## config.mk

```make
export PLATFORM = sky130hd
export DESIGN_NAME = hot_bit_serializer
export DESIGN_NICKNAME = d
export VERILOG_FILES = /design/src/rtl/hot_bit_serializer.sv
export SDC_FILE = /design/constraint.sdc
export NUM_CORES = 1
export LEC_CHECK = 0
export BUFFER_PORTS_ARGS = -buffer_cell sky130_fd_sc_hd__buf_2
export CORE_UTILIZATION = 34
export CTS_BUF_LIST = sky130_fd_sc_hd__clkbuf_2 sky130_fd_sc_hd__clkbuf_4 sky130_fd_sc_hd__clkbuf_8
export CTS_CLUSTER_SIZE = 20
export DETAILED_ROUTE_END_ITERATION = 10
export GPL_TIMING_DRIVEN = 0
export HOLD_SLACK_MARGIN = 0.12
export PLACE_DENSITY_LB_ADDON = 0.15
export SYNTH_ARGS = -nofsm -noshare
export SYNTH_HDL_FRONTEND = slang
export SYNTH_SLANG_ARGS = --single-unit
```

## constraint.sdc

```tcl
create_clock -name clk_i -period 2 [get_ports clk_i]
set_input_delay 0.1 -clock clk_i [delete_from_list [all_inputs] [get_ports clk_i]]
set_output_delay 0.1 -clock clk_i [all_outputs]
set_load 0.05 [all_outputs]
```

## src/rtl/hot_bit_serializer.sv

```systemverilog
// Walks a set-bit mask and streams the index of each set bit, lowest first,
// one index per accepted output beat over a valid/ready handshake.
module hot_bit_serializer #(
    parameter  int unsigned Depth = 8,
    localparam int unsigned Bits  = $clog2(Depth)
) (
    input  logic             clk_i,
    input  logic             rst_ni,
    input  logic             in_valid_i,
    output logic             in_ready_o,
    input  logic [Depth-1:0] in_mask_i,
    output logic             out_valid_o,
    input  logic             out_ready_i,
    output logic [Bits-1:0]  out_index_o,
    output logic             out_last_o,
    output logic             zero_drop_o,
    output logic             busy_o
);

    typedef enum logic [0:0] {StIdle, StEmit} state_e;

    state_e           state_q;
    logic [Depth-1:0] pending_q;
    logic             zero_drop_q;

    logic [Depth-1:0] pending_rest;
    logic [Bits-1:0]  low_index;
    logic             single_bit;
    logic             emitting;

    // Clearing the lowest set bit is the same as clearing pending[low_index].
    assign pending_rest = pending_q & (pending_q - Depth'(1));
    assign single_bit   = (pending_rest == '0);
    assign emitting     = (state_q == StEmit);

    always_comb begin
        low_index = '0;
        for (int i = Depth - 1; i >= 0; i--) begin
            if (pending_q[i]) begin
                low_index = Bits'(i);
            end
        end
    end

    always_ff @(posedge clk_i or negedge rst_ni) begin
        if (!rst_ni) begin
            state_q     <= StIdle;
            pending_q   <= '0;
            zero_drop_q <= 1'b0;
        end else begin
            zero_drop_q <= 1'b0;
            unique case (state_q)
                StIdle: begin
                    // in_mask is only looked at under in_valid so X cannot leak.
                    if (in_valid_i) begin
                        if (|in_mask_i) begin
                            pending_q <= in_mask_i;
                            state_q   <= StEmit;
                        end else begin
                            zero_drop_q <= 1'b1;
                        end
                    end
                end
                StEmit: begin
                    if (out_ready_i) begin
                        pending_q <= pending_rest;
                        if (single_bit) begin
                            state_q <= StIdle;
                        end
                    end
                end
                default: begin
                    state_q   <= StIdle;
                    pending_q <= '0;
                end
            endcase
        end
    end

    assign in_ready_o  = ~emitting;
    assign out_valid_o = emitting;
    assign busy_o      = emitting;
    assign out_index_o = emitting ? low_index : '0;
    assign out_last_o  = emitting & single_bit;
    assign zero_drop_o = zero_drop_q;

endmodule

```

==> results of run 1 <==
==> cell families after synthesis <==
| kind of cell | count (synthesis) |
|---|---|
| AO/OA/AOI/OAI | 26 |
| adder cells (fa/ha/maj) | 1 |
| buffers and inverters | 13 |
| flip-flops | 10 |
| AND/OR/NAND/NOR | 22 |
==> through the flow <==
stage / cell area (um2) / total power [uW] / util / TNS [ps]
2_1_floorplan: 676 / 1360 / - / 0
3_3_place_gp: 802 / 1560 / 0.455 / -149
3_5_place_dp: 802 / 1580 / 0.455 / -158
4_1_cts: 1020 / 2020 / 0.577 / -81.0
5_1_grt: 1020 / 2140 / 0.577 / -96.1
6_report: 1020 / 2040 / 0.577 / -18.4
==> worst max-delay path: cells and delay by family (launching register included) <==
| family | cells | cell delay [ps] |
|---|---|---|
| AO/OA/AOI/OAI | 2 | 370 |
| AND/OR/NAND/NOR | 2 | 740 |
| buffers and inverters | 1 | 140 |
| flip-flops | 1 | 400 |
==> cells in the mapped netlist (2+ instances only) <==
library cell,number
nand2_1,2
and2_1,2
nor4_1,5
a22o_1,8
buf_2,2
clkbuf_1,5
inv_1,4
o22ai_1,4
o21ai_0,3
nor3_1,5
dfrtp_1,10
nor2_1,4
==> cell type report <==
type	instances	share of cell area
buffer	7	0.0320
timing repair buffer	35	0.255
multi-input combinational	49	0.383
clock buffer	4	0.0357
sequential	10	0.250
tap	25	0.0308
inverter	4	0.0148
==> routing by layer <==
layer | wire [um] | share of wire | global-route usage | vias to the layer above
met5 | 0 | 0 | 0 | -
met4 | 14 | 0.0069 | 0.0882 | 0
met3 | 65 | 0.032 | 0.0278 | 2
met2 | 995 | 0.49 | 0.346 | 26
met1 | 954 | 0.47 | 0.277 | 362
li1 | - | - | - | 350
==> flip-flops by register name, summed over array words and instances (netlist names) <==
register     count
busy_o           1
zero_drop_o      1
pending_q        8
==> worst paths after layout <==
path / from / to / slack (ps)
min: rst_ni / busy_o / 220
max in group asynchronous: rst_ni / pending_q[1] / 1580
min in group clk_i: in_valid_i / zero_drop_o / 410
max: pending_q[2] / out_last_o / -20
min reg2reg: pending_q[0] / pending_q[0] / 660
max reg2reg: pending_q[2] / pending_q[7] / 120
==> repair_timing <==
action / in CTS / in global routing
endpoints found under the hold margin: 19 / 0
pin swaps: 4 / 0
setup endpoints to repair: 1 / 10
setup buffers: 6 / 0
hold buffers: 10 / 0
resized for setup: 13 / 5
==> power by group through the flow <==
stage               Sequential, uW  Clock [uW]  Combinational, uW
floorplan                      393           0                964
global placement               378           0               1190
detailed placement             379           0               1200
CTS                            377         186               1460
global route                   389         197               1550
finish                         384         184               1470
==> impl_metrics.tcl, run 1 <==
set metrics [dict create \
    status "complete, but fails checks" \
    violations "negative setup slack" \
    antenna_found_initial 0 \
    worst_pin_slew_ps 674 \
    synth_fa_ha_area_frac 0.0154 \
    cts_sinks 10 \
    synth_top_flop_cell "dfrtp_1" \
    multi_input_area_um2 389 \
    fillCellCount 187 \
    grt_first_pass_wirelength_mm 3.07 \
    period_minus_slack_ps 2020 \
    fmax_mhz 495 \
    async_reset_ff_frac 1.00 \
    synth-edff-count 0 \
    ios 20 \
    drt_iter0_drc 19 \
    start_util 0.369 \
    avgSynthCellArea_um2 9.04 \
    timing.hold.ws_ps 220 \
    detail-route-antenna-nets 0 \
    internal_power_uw 999 \
    gr-total-overflow 0 \
    placed_cells 116 \
    power_density_mw_per_mm2 2000 \
    clock_latency_ps 260 \
    path_cells "or4_4 > a2111oi_4 > o31a_1 > and2_4 > buf_8" \
    cp-end-kind "output port" \
    synth_top_cell_area_share 0.385 \
    final_common_cell "buf_2" \
    swShare 0.509 \
    syn_inst 72 \
    cts_tree "done" \
    pre_cts_slack_ps -158 \
    seq_area_um2 254 \
    drc_errors 0 \
    finClkSkew_ps 1.01 \
    gp_congestion 0.777 \
    hpwl_mm 1.15 \
    synth_compound_area_frac 0.335 \
    antenna_cells 0 \
    hp-class "input pin to asynchronous set/reset pin" \
    cp.arrival_ps 1920 \
    ir_drop_mv 0.934 \
    syn_nets 84 \
    required_ps 1900 \
    ys_types 30 \
    die_x_um 45.7 \
    worst-path-max-fanout 3 \
    fin_nets 122 \
    grt_max_degree 11 \
    rows 15 \
    hold_viol_final 0 \
    detail_route.wirelength_mm 2.03 \
    critPathKind "flop to output port" \
    drt_pass1_iterations 4 \
    mostFrequentLayoutCells "buf_2 (17), dlygate4sd3_1 (10), a22o_1 (8), buf_4 (8), dfrtp_1 (7)" \
    synth_area_leader_cell "dfrtp_1" \
    clockBufferDepth 2 \
    maxCapViolations 0 \
    core_area_mm2 0.00176 \
    yosysWarnings 0 \
    synth-simple-area-share 0.181 \
    seqPwrFrac 0.189 \
    setup_ws_ps -18.4 \
    cp_slowest_cell "or4_4" \
    relSlewSlack 0.547 \
    grt_pass1_vias 692 \
    syn_area_um2 651 \
    synth_top_family_by_area "compound AO/OA/AOI/OAI gates" \
    drv_slew 0 \
    ys_seq_area_frac 0.385 \
    die_y_um 45.7 \
    period_share 1.01 \
    vias 740 \
    ys_top_cells_by_area "dfrtp_1 (38%), a22o_1 (11%), nor4_1 (4.8%)" \
    port_buffers 19 \
    pwr-share-comb 0.721 \
    slowest_delay_ps 590 \
    setup_viol 1 \
    cts_buffers 3 \
    start_kind "flop" \
    routed_via_density 5.52 \
    p_leak_uw 0.000453 \
    clkTransAtPathRegs_ps 70 \
    switchingPower_uw 1040 \
    synthMuxAreaShare 0 \
    post_drt_wl_per_cell_um 15.1 \
    grt_use_total 0.211 \
    reg2reg_depth 6 \
    area_growth_pct 56.3 \
    synthXorXnorAreaFrac 0 \
    synth-seq-cells 10 \
    power_frac_clock 0.090 \
    rsz0062_at_grt "yes" \
    dieArea_mm2 0.00209 \
    layout.cells.non_filler 134 \
    htree_levels 1 \
    cts-root-buf "clkbuf_4" \
    drive_gt1_frac 0.385 \
]
Note: power is estimated with default switching activity, not from simulation.
==> run 2: changes to the inputs <==
Clock period 2 ns to 1.7 ns, I/O delays scaled along.
==> run 2 against run 1 <==
Effect of this change: the flow still finishes with violations (negative setup slack); sequential power is 29% higher; clock skew hardly changed; critical path depth stayed put; core utilization is 6.6 points higher; setup slack worse by 320 ps; clock power is 19% higher; non-clock buffer count is 4 higher; combinational power is 29% higher; highest routed layer unchanged.
==> impl_metrics.tcl, run 2 (synthesis gave the netlist of run 1 again) <==
set metrics [dict create \
    cts_buffers 3 \
    regMostFlops "pending_q" \
    start_kind "flop" \
    seq_area_um2 258 \
    antenna_cells 0 \
    start_util 0.369 \
    period_minus_slack_ps 2040 \
    mostFrequentLayoutCells "buf_2 (16), buf_4 (12), dlygate4sd3_1 (10), a22o_1 (8), dfrtp_2 (6)" \
    worst_pin_slew_ps 694 \
    hp-class "input pin to asynchronous set/reset pin" \
    grt_use_total 0.218 \
    pre_cts_slack_ps -345 \
    finalSetupTns_ps -637 \
    r2r_end "busy_o" \
    reg2reg_depth 6 \
    hpwl_mm 1.18 \
    cp-end-kind "output port" \
    drc_errors 0 \
    cp.arrival_ps 1950 \
    ir_drop_mv 1.75 \
    gr-total-overflow 0 \
    place_area_um2 846 \
    grt_first_pass_wirelength_mm 3.20 \
    detail-route-antenna-nets 0 \
    drt_pass1_iterations 4 \
    port_buffers 19 \
    hold_viol_final 0 \
    detail_route.wirelength_mm 2.03 \
    cts_tree "done" \
    period_share 1.20 \
    cts_sinks 10 \
    finClkSkew_ps 0.640 \
    routed_via_density 5.52 \
    post_drt_wl_per_cell_um 14.6 \
    required_ps 1620 \
    clkTransAtPathRegs_ps 70 \
    fin_area_mm2 0.00113 \
    fin_nets 127 \
    violations "negative setup slack" \
    rsz0062_at_grt "yes" \
    swShare 0.486 \
    setup_viol 4 \
    area_growth_pct 74.2 \
    antenna_found_initial 0 \
    fillCellCount 165 \
    cts-root-buf "clkbuf_4" \
    drv_slew 0 \
    multi_input_area_um2 438 \
    p_leak_uw 0.000493 \
    drt_iter0_drc 16 \
    final_common_cell "buf_2" \
    seqPwrFrac 0.191 \
    dieArea_mm2 0.00209 \
    rows 15 \
    largest_reg_flops 8 \
    die_x_um 45.7 \
    power_frac_clock 0.084 \
    die_y_um 45.7 \
    grt_max_degree 11 \
    worst-path-max-fanout 4 \
    htree_levels 1 \
    path_cells "or4_4 > a2111oi_4 > o31a_1 > and2_4 > buf_8" \
    cp_slowest_cell "or4_4" \
    pwr-share-comb 0.725 \
    status "complete, but fails checks" \
    rr_startpoint "pending_q[2]" \
    critPathKind "flop to output port" \
    relSlewSlack 0.534 \
    ios 20 \
    fmax_mhz 490 \
    maxCapViolations 0 \
    setup_ws_ps -339 \
    gp_congestion 0.749 \
    grt_pass1_vias 730 \
    ff2ff_setup_slack_ps -80 \
    clockBufferDepth 2 \
    switchingPower_uw 1270 \
    clock_latency_ps 270 \
    power_density_mw_per_mm2 2300 \
    internal_power_uw 1340 \
    vias 767 \
    core_area_mm2 0.00176 \
    slowest_delay_ps 580 \
    drive_gt1_frac 0.509 \
]
==> run 2: area by class of cell <==
| cell class | instances | share of cell area |
|---|---|---|
| well taps | 25 | 0.0276 |
| flip-flops and latches | 10 | 0.227 |
| repair buffers | 40 | 0.265 |
| multi-input cells | 50 | 0.386 |
| inverters | 4 | 0.0166 |
| plain buffers | 6 | 0.0453 |
| clock buffers | 4 | 0.0320 |
==> run 2: what timing repair did <==
item,in CTS,in global routing
endpoints found under the setup margin,7,12
buffers inserted,8,3
pin swaps,2,2
cloned,0,1
hold endpoints to repair,19,0
hold buffers,10,0
resized for setup,12,9
==> run 2: worst max path at each step <==
| stage | end | startpoint | slack, ps | cells after the start |
|---|---|---|---|---|
| finish | out_last_o | pending_q[2] | -340 | 5 |
| global route | out_last_o | pending_q[2] | -390 | 5 |
| CTS | out_last_o | pending_q[2] | -330 | 5 |
| detailed placement | out_last_o | pending_q[0] | -350 | 7 |
| global placement | out_last_o | pending_q[0] | -310 | 7 |
| floorplan | out_last_o | pending_q[0] | -110 | 6 |
==> run 2: through the flow <==
| step | total power (uW) | util | hold slack (ps) | std cells |
|---|---|---|---|---|
| finish | 2610 | 0.643 | 205 | 139 |
| global route | 2760 | 0.643 | 215 | 139 |
| CTS | 2460 | 0.596 | 204 | 135 |
| detailed placement | 1980 | 0.479 | -37.6 | 116 |
| global placement | 1970 | 0.479 | -43.3 | 116 |
| floorplan | 1710 | - | -211 | 72 |
==> run 2: metal layers <==
layer,wire length (um),share of wire,global-route usage,up-vias
li1,-,-,-,359
met1,944,0.47,0.297,368
met2,934,0.46,0.331,38
met3,130,0.064,0.0675,2
met4,18,0.0089,0.0647,0
met5,0,0,0,-
==> run 2: power groups by stage <==
| stage | clock (uW) | sequential [uW] | combinational (uW) |
|---|---|---|---|
| final | 219 | 497 | 1890 |
| after floorplan | 0 | 471 | 1240 |
| after CTS | 224 | 486 | 1750 |
| after detailed placement | 0 | 465 | 1520 |
| after global placement | 0 | 462 | 1510 |
| after global routing | 235 | 504 | 2020 |
==> run 2: worst max-delay path: cells and delay by family (launching register included) <==
| kind | cells | cell delay [ps] |
|---|---|---|
| compound gates | 2 | 390 |
| simple gates | 2 | 730 |
| flops | 1 | 430 |
| buf+inv | 1 | 140 |
==> run 3: changes to the inputs <==
Settings changed: GPL_ROUTABILITY_DRIVEN set to 0, RECOVER_POWER set to 100.
==> run 3 against run 2 <==
Effect of this change: the flow still finishes with violations (negative setup slack); via count decreased by 2.5%; clock-buffer cell count stayed put; sequential power is essentially flat; sequential cell count stayed put; clock skew about the same; critical endpoint unchanged; largest power group unchanged.
==> impl_metrics.tcl, run 3 (synthesis gave the netlist of run 1 again) <==
set metrics [dict create \
    grt_max_degree 11 \
    rsz0062_at_grt "yes" \
    drc_errors 0 \
    largest_reg_flops 8 \
    port_buffers 19 \
    rows 15 \
    period_share 1.20 \
    routed_via_density 5.38 \
    drv_slew 0 \
    cts_sinks 10 \
    clockBufferDepth 2 \
    clkTransAtPathRegs_ps 70 \
    vias 748 \
    post_drt_wl_per_cell_um 14.6 \
    finClkSkew_ps 0.499 \
    p_leak_uw 0.000475 \
    grt_use_total 0.218 \
    cts_buffers 3 \
    cp.arrival_ps 1960 \
    drt_iter0_drc 19 \
    drt_pass1_iterations 4 \
    fin_nets 127 \
    drive_gt1_frac 0.465 \
    ios 20 \
    pre_cts_slack_ps -345 \
    grt_pass1_vias 730 \
    status "complete, but fails checks" \
    ir_drop_mv 1.74 \
    required_ps 1620 \
    gr-total-overflow 0 \
    detail_route.wirelength_mm 2.03 \
    setup_ws_ps -340 \
    hold_viol_final 0 \
    area_growth_pct 71.7 \
    power_density_mw_per_mm2 2320 \
    final_common_cell "buf_4" \
    seq_area_um2 258 \
    start_kind "flop" \
    die_x_um 45.7 \
    maxCapViolations 0 \
    antenna_cells 0 \
    grt_first_pass_wirelength_mm 3.20 \
    setup_viol 4 \
    period_minus_slack_ps 2040 \
    hpwl_mm 1.18 \
    die_y_um 45.7 \
    mostFrequentLayoutCells "buf_4 (11), dlygate4sd3_1 (10), buf_2 (10), a22o_1 (8)" \
    finalSetupTns_ps -640 \
    detail-route-antenna-nets 0 \
    hp-class "input pin to flop" \
    dieArea_mm2 0.00209 \
    fmax_mhz 490 \
    cp-end-kind "output port" \
    relSlewSlack 0.600 \
    fillCellCount 168 \
    core_area_mm2 0.00176 \
    critPathKind "flop to output port" \
    htree_levels 1 \
    start_util 0.369 \
    fin_util 0.633 \
    cts-root-buf "clkbuf_4" \
    cts_tree "done" \
    violations "negative setup slack" \
    worst_pin_slew_ps 595 \
    regMostFlops "pending_q" \
    multi_input_area_um2 430 \
    worst-path-max-fanout 4 \
    clock_latency_ps 270 \
    antenna_found_initial 0 \
]
==> run 3: changes by cell type in the layout (fill, tap and decap cells not counted), sizes merged <==
cell / before / now
clkbuf: 9 / 16
buf: 31 / 24
==> run 3: metrics by stage <==
stage	hold WS, ps	cells	total power [uW]	cell area [um2]
floorplan	-211	72	1710	719
global placement	-43.3	116	1970	846
detailed placement	-37.6	116	1980	846
CTS	204	135	2460	1050
global route	207	139	2740	1120
finish	201	139	2590	1120
==> run 3: cell type report <==
cell class              instances  area share
plain buffers                   6      0.0437
repair buffers                 40       0.263
inverters                       4      0.0168
well taps                      25      0.0280
multi-input cells              50       0.385
clock buffers                   4      0.0325
flip-flops and latches         10       0.231
==> run 3: worst paths after layout <==
kind                                endpoint  slack (ps)    startpoint  cells after the start
worst max-delay path              out_last_o        -340  pending_q[2]                      5
worst min-delay path             zero_drop_o         200  in_mask_i[4]                      3
worst max register to register        busy_o         -80  pending_q[2]                      6
worst min register to register  pending_q[6]         620  pending_q[6]                      1
max in group asynchronous       pending_q[3]         990        rst_ni                      2
min in group asynchronous       pending_q[4]         310        rst_ni                      2
==> run 3: timing repair <==
action	4_1_cts	5_1_grt
gates cloned	0	1
setup buffers	8	3
hold buffers	10	0
resized for setup	12	9
hold endpoints to repair	19	0
endpoints found under the setup margin	7	12
pin swaps	2	2
==> run 3: critical path: stages, from the launching register on <==
cell	delay [ps]
dfrtp_2	430
or4_4	580
a2111oi_4	200
o31a_1	190
and2_4	150
buf_8	140
==> run 3: report_power, final <==
part           switching, uW  leakage (uW)  internal (uW)  total [uW]
Clock                   89.0     0.0000210            130         219
Sequential               147      0.000120            351         497
Combinational           1030      0.000334            840        1870
Total                   1270      0.000475           1320        2590
==> run 3: per-layer routing <==
layer  GRT usage  share of wire  vias up
li1            -              -      358
met1       0.297           0.48      362
met2       0.331           0.46       26
met3      0.0675          0.045        2
met4      0.0647         0.0084        0
met5           0              0        -
